`config.mk`:
```
export PLATFORM = sky130hd
export DESIGN_NAME = light_phase_sequencer
export DESIGN_NICKNAME = d
export VERILOG_FILES = /design/src/rtl/light_phase_sequencer.sv
export SDC_FILE = /design/constraint.sdc
export NUM_CORES = 1
export LEC_CHECK = 0
export BUFFER_PORTS_ARGS = -buffer_cell sky130_fd_sc_hd__buf_2
export CORE_AREA = 4 4 41 43
export CTS_BUF_LIST = sky130_fd_sc_hd__clkbuf_4 sky130_fd_sc_hd__clkbuf_8
export DETAILED_ROUTE_END_ITERATION = 8
export DIE_AREA = 0 0 45 47
export HOLD_SLACK_MARGIN = 0.03
export REMOVE_ABC_BUFFERS = 1
export SLEW_MARGIN = 40
export SYNTH_ARGS = -nofsm -noshare
export SYNTH_HDL_FRONTEND = slang
export SYNTH_SLANG_ARGS = --single-unit
export TNS_END_PERCENT = 1
```
`constraint.sdc`:
```
create_clock -name clk -period 1.99 [get_ports clk]
set_input_delay 0.398 -clock clk [delete_from_list [all_inputs] [get_ports clk]]
set_output_delay 0.398 -clock clk [all_outputs]
set_load 0.05 [all_outputs]
```
`src/rtl/light_phase_sequencer.sv`:
```
// Timed RED -> GREEN -> YELLOW -> RED phase generator for one approach.
// Presents the current colour, the seconds left in that phase and a one-cycle pulse on each change.
module light_phase_sequencer #(
  parameter int RED_TIME    = 20,
  parameter int GREEN_TIME  = 15,
  parameter int YELLOW_TIME = 3
) (
  input  logic       clk,
  input  logic       rst,
  input  logic       tick,
  input  logic       enable,
  input  logic       hold,
  input  logic       restart,
  output logic [1:0] light,
  output logic [4:0] lightTime,
  output logic       phaseDone
);

  typedef enum logic [1:0] {
    S_RED    = 2'b00,
    S_YELLOW = 2'b01,
    S_GREEN  = 2'b10
  } state_t;

  localparam int DURATIONS [3] = '{RED_TIME, GREEN_TIME, YELLOW_TIME};

  // A duration outside 1..31 cannot be represented by the 5-bit countdown, so refuse to elaborate.
  generate
    for (genvar gi = 0; gi < 3; gi++) begin : g_dur_check
      if (DURATIONS[gi] < 1 || DURATIONS[gi] > 31) begin : g_bad_dur
        $error("light_phase_sequencer: phase duration %0d outside 1..31", DURATIONS[gi]);
      end
    end
  endgenerate

  localparam logic [4:0] RED_T    = 5'(RED_TIME);
  localparam logic [4:0] GREEN_T  = 5'(GREEN_TIME);
  localparam logic [4:0] YELLOW_T = 5'(YELLOW_TIME);

  state_t     state_reg;
  logic [4:0] time_reg;
  logic       done_reg;
  logic       advance;
  logic       expire;

  assign advance = tick & enable & ~hold;
  assign expire  = (time_reg <= 5'd1);

  always_ff @(posedge clk or posedge rst) begin
    if (rst) begin
      state_reg <= S_RED;
      time_reg  <= RED_T;
      done_reg  <= 1'b0;
    end else if (restart) begin
      state_reg <= S_RED;
      time_reg  <= RED_T;
      done_reg  <= 1'b0;
    end else begin
      done_reg <= 1'b0;
      // Countdown only ever decrements from 2 or more, so it never reaches 0.
      if (advance && !expire) begin
        time_reg <= time_reg - 5'd1;
      end
      case (state_reg)
        S_RED: begin
          if (advance && expire) begin
            state_reg <= S_GREEN;
            time_reg  <= GREEN_T;
            done_reg  <= 1'b1;
          end
        end
        S_GREEN: begin
          if (advance && expire) begin
            state_reg <= S_YELLOW;
            time_reg  <= YELLOW_T;
            done_reg  <= 1'b1;
          end
        end
        S_YELLOW: begin
          if (advance && expire) begin
            state_reg <= S_RED;
            time_reg  <= RED_T;
            done_reg  <= 1'b1;
          end
        end
        default: begin
          // Unused encoding: fall back to the start of RED without a pulse.
          state_reg <= S_RED;
          time_reg  <= RED_T;
          done_reg  <= 1'b0;
        end
      endcase
    end
  end

  assign light     = state_reg;
  assign lightTime = time_reg;
  assign phaseDone = done_reg;

endmodule

```
==> reports/summary.md <==
• sky130_fd_sc_hd__dfrtp_1 — Main synth FF type
• false — unrepaired setup endpoints after global routing
• 0 — DRC errors left
• 0.3885 — initial cell density of the core
• flip-flop — endpoint class of the critical path
• 0 — antenna fix cells
• 13 — IO buf count
• 0 — Finish-stage setup viols
• sky130_fd_sc_hd__dfrtp_1 — standard cell with the maximum stage delay on the critical path
• 0 — number of buffers added to fix hold violations after cts
• 1.000 — fraction of registers with async set or reset after synthesis
• 610.1 nW/um^2 — Power Dens Cells
• ha_1 -> o21bai_1 -> and2_4 -> or3_1 -> a31oi_1 — Critical Path, Cell by Cell
• 0.3188 — fraction of final layout cells sized beyond drive strength 1
• 834.6 um — estimated wirelength of the detail-placed design
• 2115 um^2 — Die Area
• 0.2776 nW — leakage power figure
• 0.4010 — sequential cell area fraction in the yosys report
• 1.674 ns — Final min period
• 3 — CTS Buf Count
• 0.27 ns — clock latency on the worst-skew pair
• 0.3760 ns — worst-margin pin slew
• finished clean — outcome
• 5.524 — post-DR vias/cell
• 1911 um — wire length of the first global-routing pass
• 2 — worst-case clock buffer depth
• sky130_fd_sc_hd__clkbuf_4 — root cell of the clock tree
• 265.3 um^2 — area of combinational cells with multiple inputs
• yes — TritonCTS clock tree
• 9.027 um^2 — synthesized area per cell
• 0 — Final Hold Vio Count
• 56 — post-synthesis cell count
• 0.3618 mW — overall power of the completed layout
• 0 — final slew viol count
• 0.1360 — Tot GR Track Use
• 0.007550 ns — Clock Skews
• 0.06171 ns — worst hold margin
• simple AND/OR/NAND/NOR gates — delay-heaviest family, CP
• 17.33% — post-synthesis to final-layout area growth
• 29 — number of distinct library cell variants in the gate-level netlist after synthesis
• 147 — count of fill cells added during filler insertion
• 1.86 ns — Data arrival, critical path
• 45 um — die extent in x
• 0.4558 — fraction of the core area covered by cells at the end of the flow
• 0.7862 — weighted congestion at the end of routability-driven global placement
• 444 — vias in the first global route
• 597.4 MHz — maximum frequency from static timing analysis
• 14 — IO Count
• 8 — count of clock tree sinks
• 4 — Pre-Repair DR Iteration Count
• 202.7 um^2 — register area
• input pin to asynchronous set/reset pin — type of the most critical hold path
• 13 — First DRT Iteration DRCs
• flip-flop — sort of element at the start of the critical path
• 1 — depth of the CTS H-tree
• 0 — number of setup buffers added after CTS
• 10 — maximum number of pins on one net before global-route repair
• sky130_fd_sc_hd__dfrtp_1 — cell type with the largest total area after synthesis
• 0 ns — setup_tns
• 79 — number of nets in the final layout
• 47 um — Die Y-Extent
• 0 — Post-synth EDFFs
• 0 — antenna violations before repair
• 505.5 um^2 — post-synth design cell area
• flip-flop to flip-flop — critical path class
• 0 — yosys synthesis warning count
• sky130_fd_sc_hd__dfrtp_1 (6), sky130_fd_sc_hd__nor2_1 (6), sky130_fd_sc_hd__a21oi_1 (5), sky130_fd_sc_hd__inv_1 (5), sky130_fd_sc_hd__a31oi_1 (4) — commonest cells in the synthesized netlist
• 0.8412 — Final Cycle Share
• 2.18 ns — Worst Path Required
• 0 — total grt overflow
• 8 — Yosys reg bits
• 13.49 um — post-DR wirelength/cell
• 0.7458 — Relative slew margins
• 0 — number of gates resized after CTS
• 5 — cell count along the critical path
• 0 — MaxCap Viol Count
• 0 — post-route ant nets
• 0.44 ns — largest stage delay on the critical path
• 464 — via total after detailed routing
• 1301 um^2 — Std-Cell Core Area
• 5 — Reg2Reg Depth
• 13 — FP Rows
• 0 — Worst Path Buf+Inv
• 0.06 ns — Worst-path clk slew
• sky130_fd_sc_hd__dfrtp_1 (30%), sky130_fd_sc_hd__dfstp_2 (10%), sky130_fd_sc_hd__a21oi_1 (5.0%) — top post-synthesis cells by area
• 0.2970 — share of the synthesized area in the top cell type
• 7 — CP Max Fanout
• 0.2157 mV — Max rail drop VDD
• 1133 um — wire length reported by the detailed router
[placed cells by master (no fill, tap or decap), types with 2 or more instances in the layout]
cell type,instances
sky130_fd_sc_hd__buf_2,13
sky130_fd_sc_hd__nor2_1,6
sky130_fd_sc_hd__dfrtp_1,6
sky130_fd_sc_hd__inv_1,5
sky130_fd_sc_hd__a21oi_1,5
sky130_fd_sc_hd__a31oi_1,4
sky130_fd_sc_hd__clkbuf_4,3
sky130_fd_sc_hd__nand2_1,2
sky130_fd_sc_hd__o21ai_0,2
sky130_fd_sc_hd__nand3_1,2
sky130_fd_sc_hd__ha_1,2
sky130_fd_sc_hd__dfstp_2,2
[cells by family after synthesis]
kind of cell / count (synthesis) / synth area share
fa+ha+maj: 2 / 0.04950
mux: 1 / 0.02228
flops: 8 / 0.4010
simple gates: 19 / 0.2129
buf+inv: 8 / 0.07427
xor+xnor: 1 / 0.01733
compound gates: 17 / 0.2228
[report_power, final]
group          total, mW  internal, mW  leakage [nW]  switching, mW
sequential         0.173         0.168         0.104        0.00583
combinational     0.0559        0.0197         0.160         0.0361
clock              0.133        0.0695        0.0138         0.0630
[state kept, by name, indices dropped and copies added (netlist names)]
signal / flops
phaseDone: 1
light: 2
lightTime: 5
[final cells by class]
class                      instances  share of cell area
clock buffer                       3             0.03797
multi-input combinational         40              0.4473
timing repair buffer              13              0.1097
sequential                         8              0.3418
inverter                           5             0.03165
tap                               15             0.03165
[final timing paths]
kind,startpoint,to,slack [ns]
max,lightTime[0],lightTime[0],0.32
min,rst,lightTime[1],0.06
max reg2reg,lightTime[0],lightTime[0],0.32
min reg2reg,lightTime[4],lightTime[4],0.57
max in group asynchronous,rst,lightTime[2],1.64
min in group clk,restart,light[0],0.37
[worst register-to-register path, cell delays in order, from the launching register on]
cell                       delay, ns
sky130_fd_sc_hd__dfrtp_1        0.44
sky130_fd_sc_hd__ha_1           0.24
sky130_fd_sc_hd__o21bai_1       0.21
sky130_fd_sc_hd__and2_4         0.20
sky130_fd_sc_hd__or3_1          0.34
sky130_fd_sc_hd__a31oi_1        0.17
[stage by stage]
| step | instance area, um^2 | instances | setup WS, ns |
|---|---|---|---|
| after floorplan | 486.7 | 53 | 0.08392 |
| after global placement | 570.5 | 81 | 0.4022 |
| after detailed placement | 570.5 | 81 | 0.3471 |
| after CTS | 593.1 | 84 | 0.3182 |
| after global routing | 593.1 | 84 | 0.1833 |
| final | 593.1 | 84 | 0.3160 |
[per-layer routing]
metal | up-vias | track usage | share of wire
li1 | 230 | - | -
met1 | 215 | 0.1555 | 0.45
met2 | 13 | 0.1977 | 0.45
met3 | 6 | 0.03831 | 0.062
met4 | 0 | 0.1404 | 0.042
met5 | - | 0 | 0
Note: power is estimated with default switching activity, not from simulation.
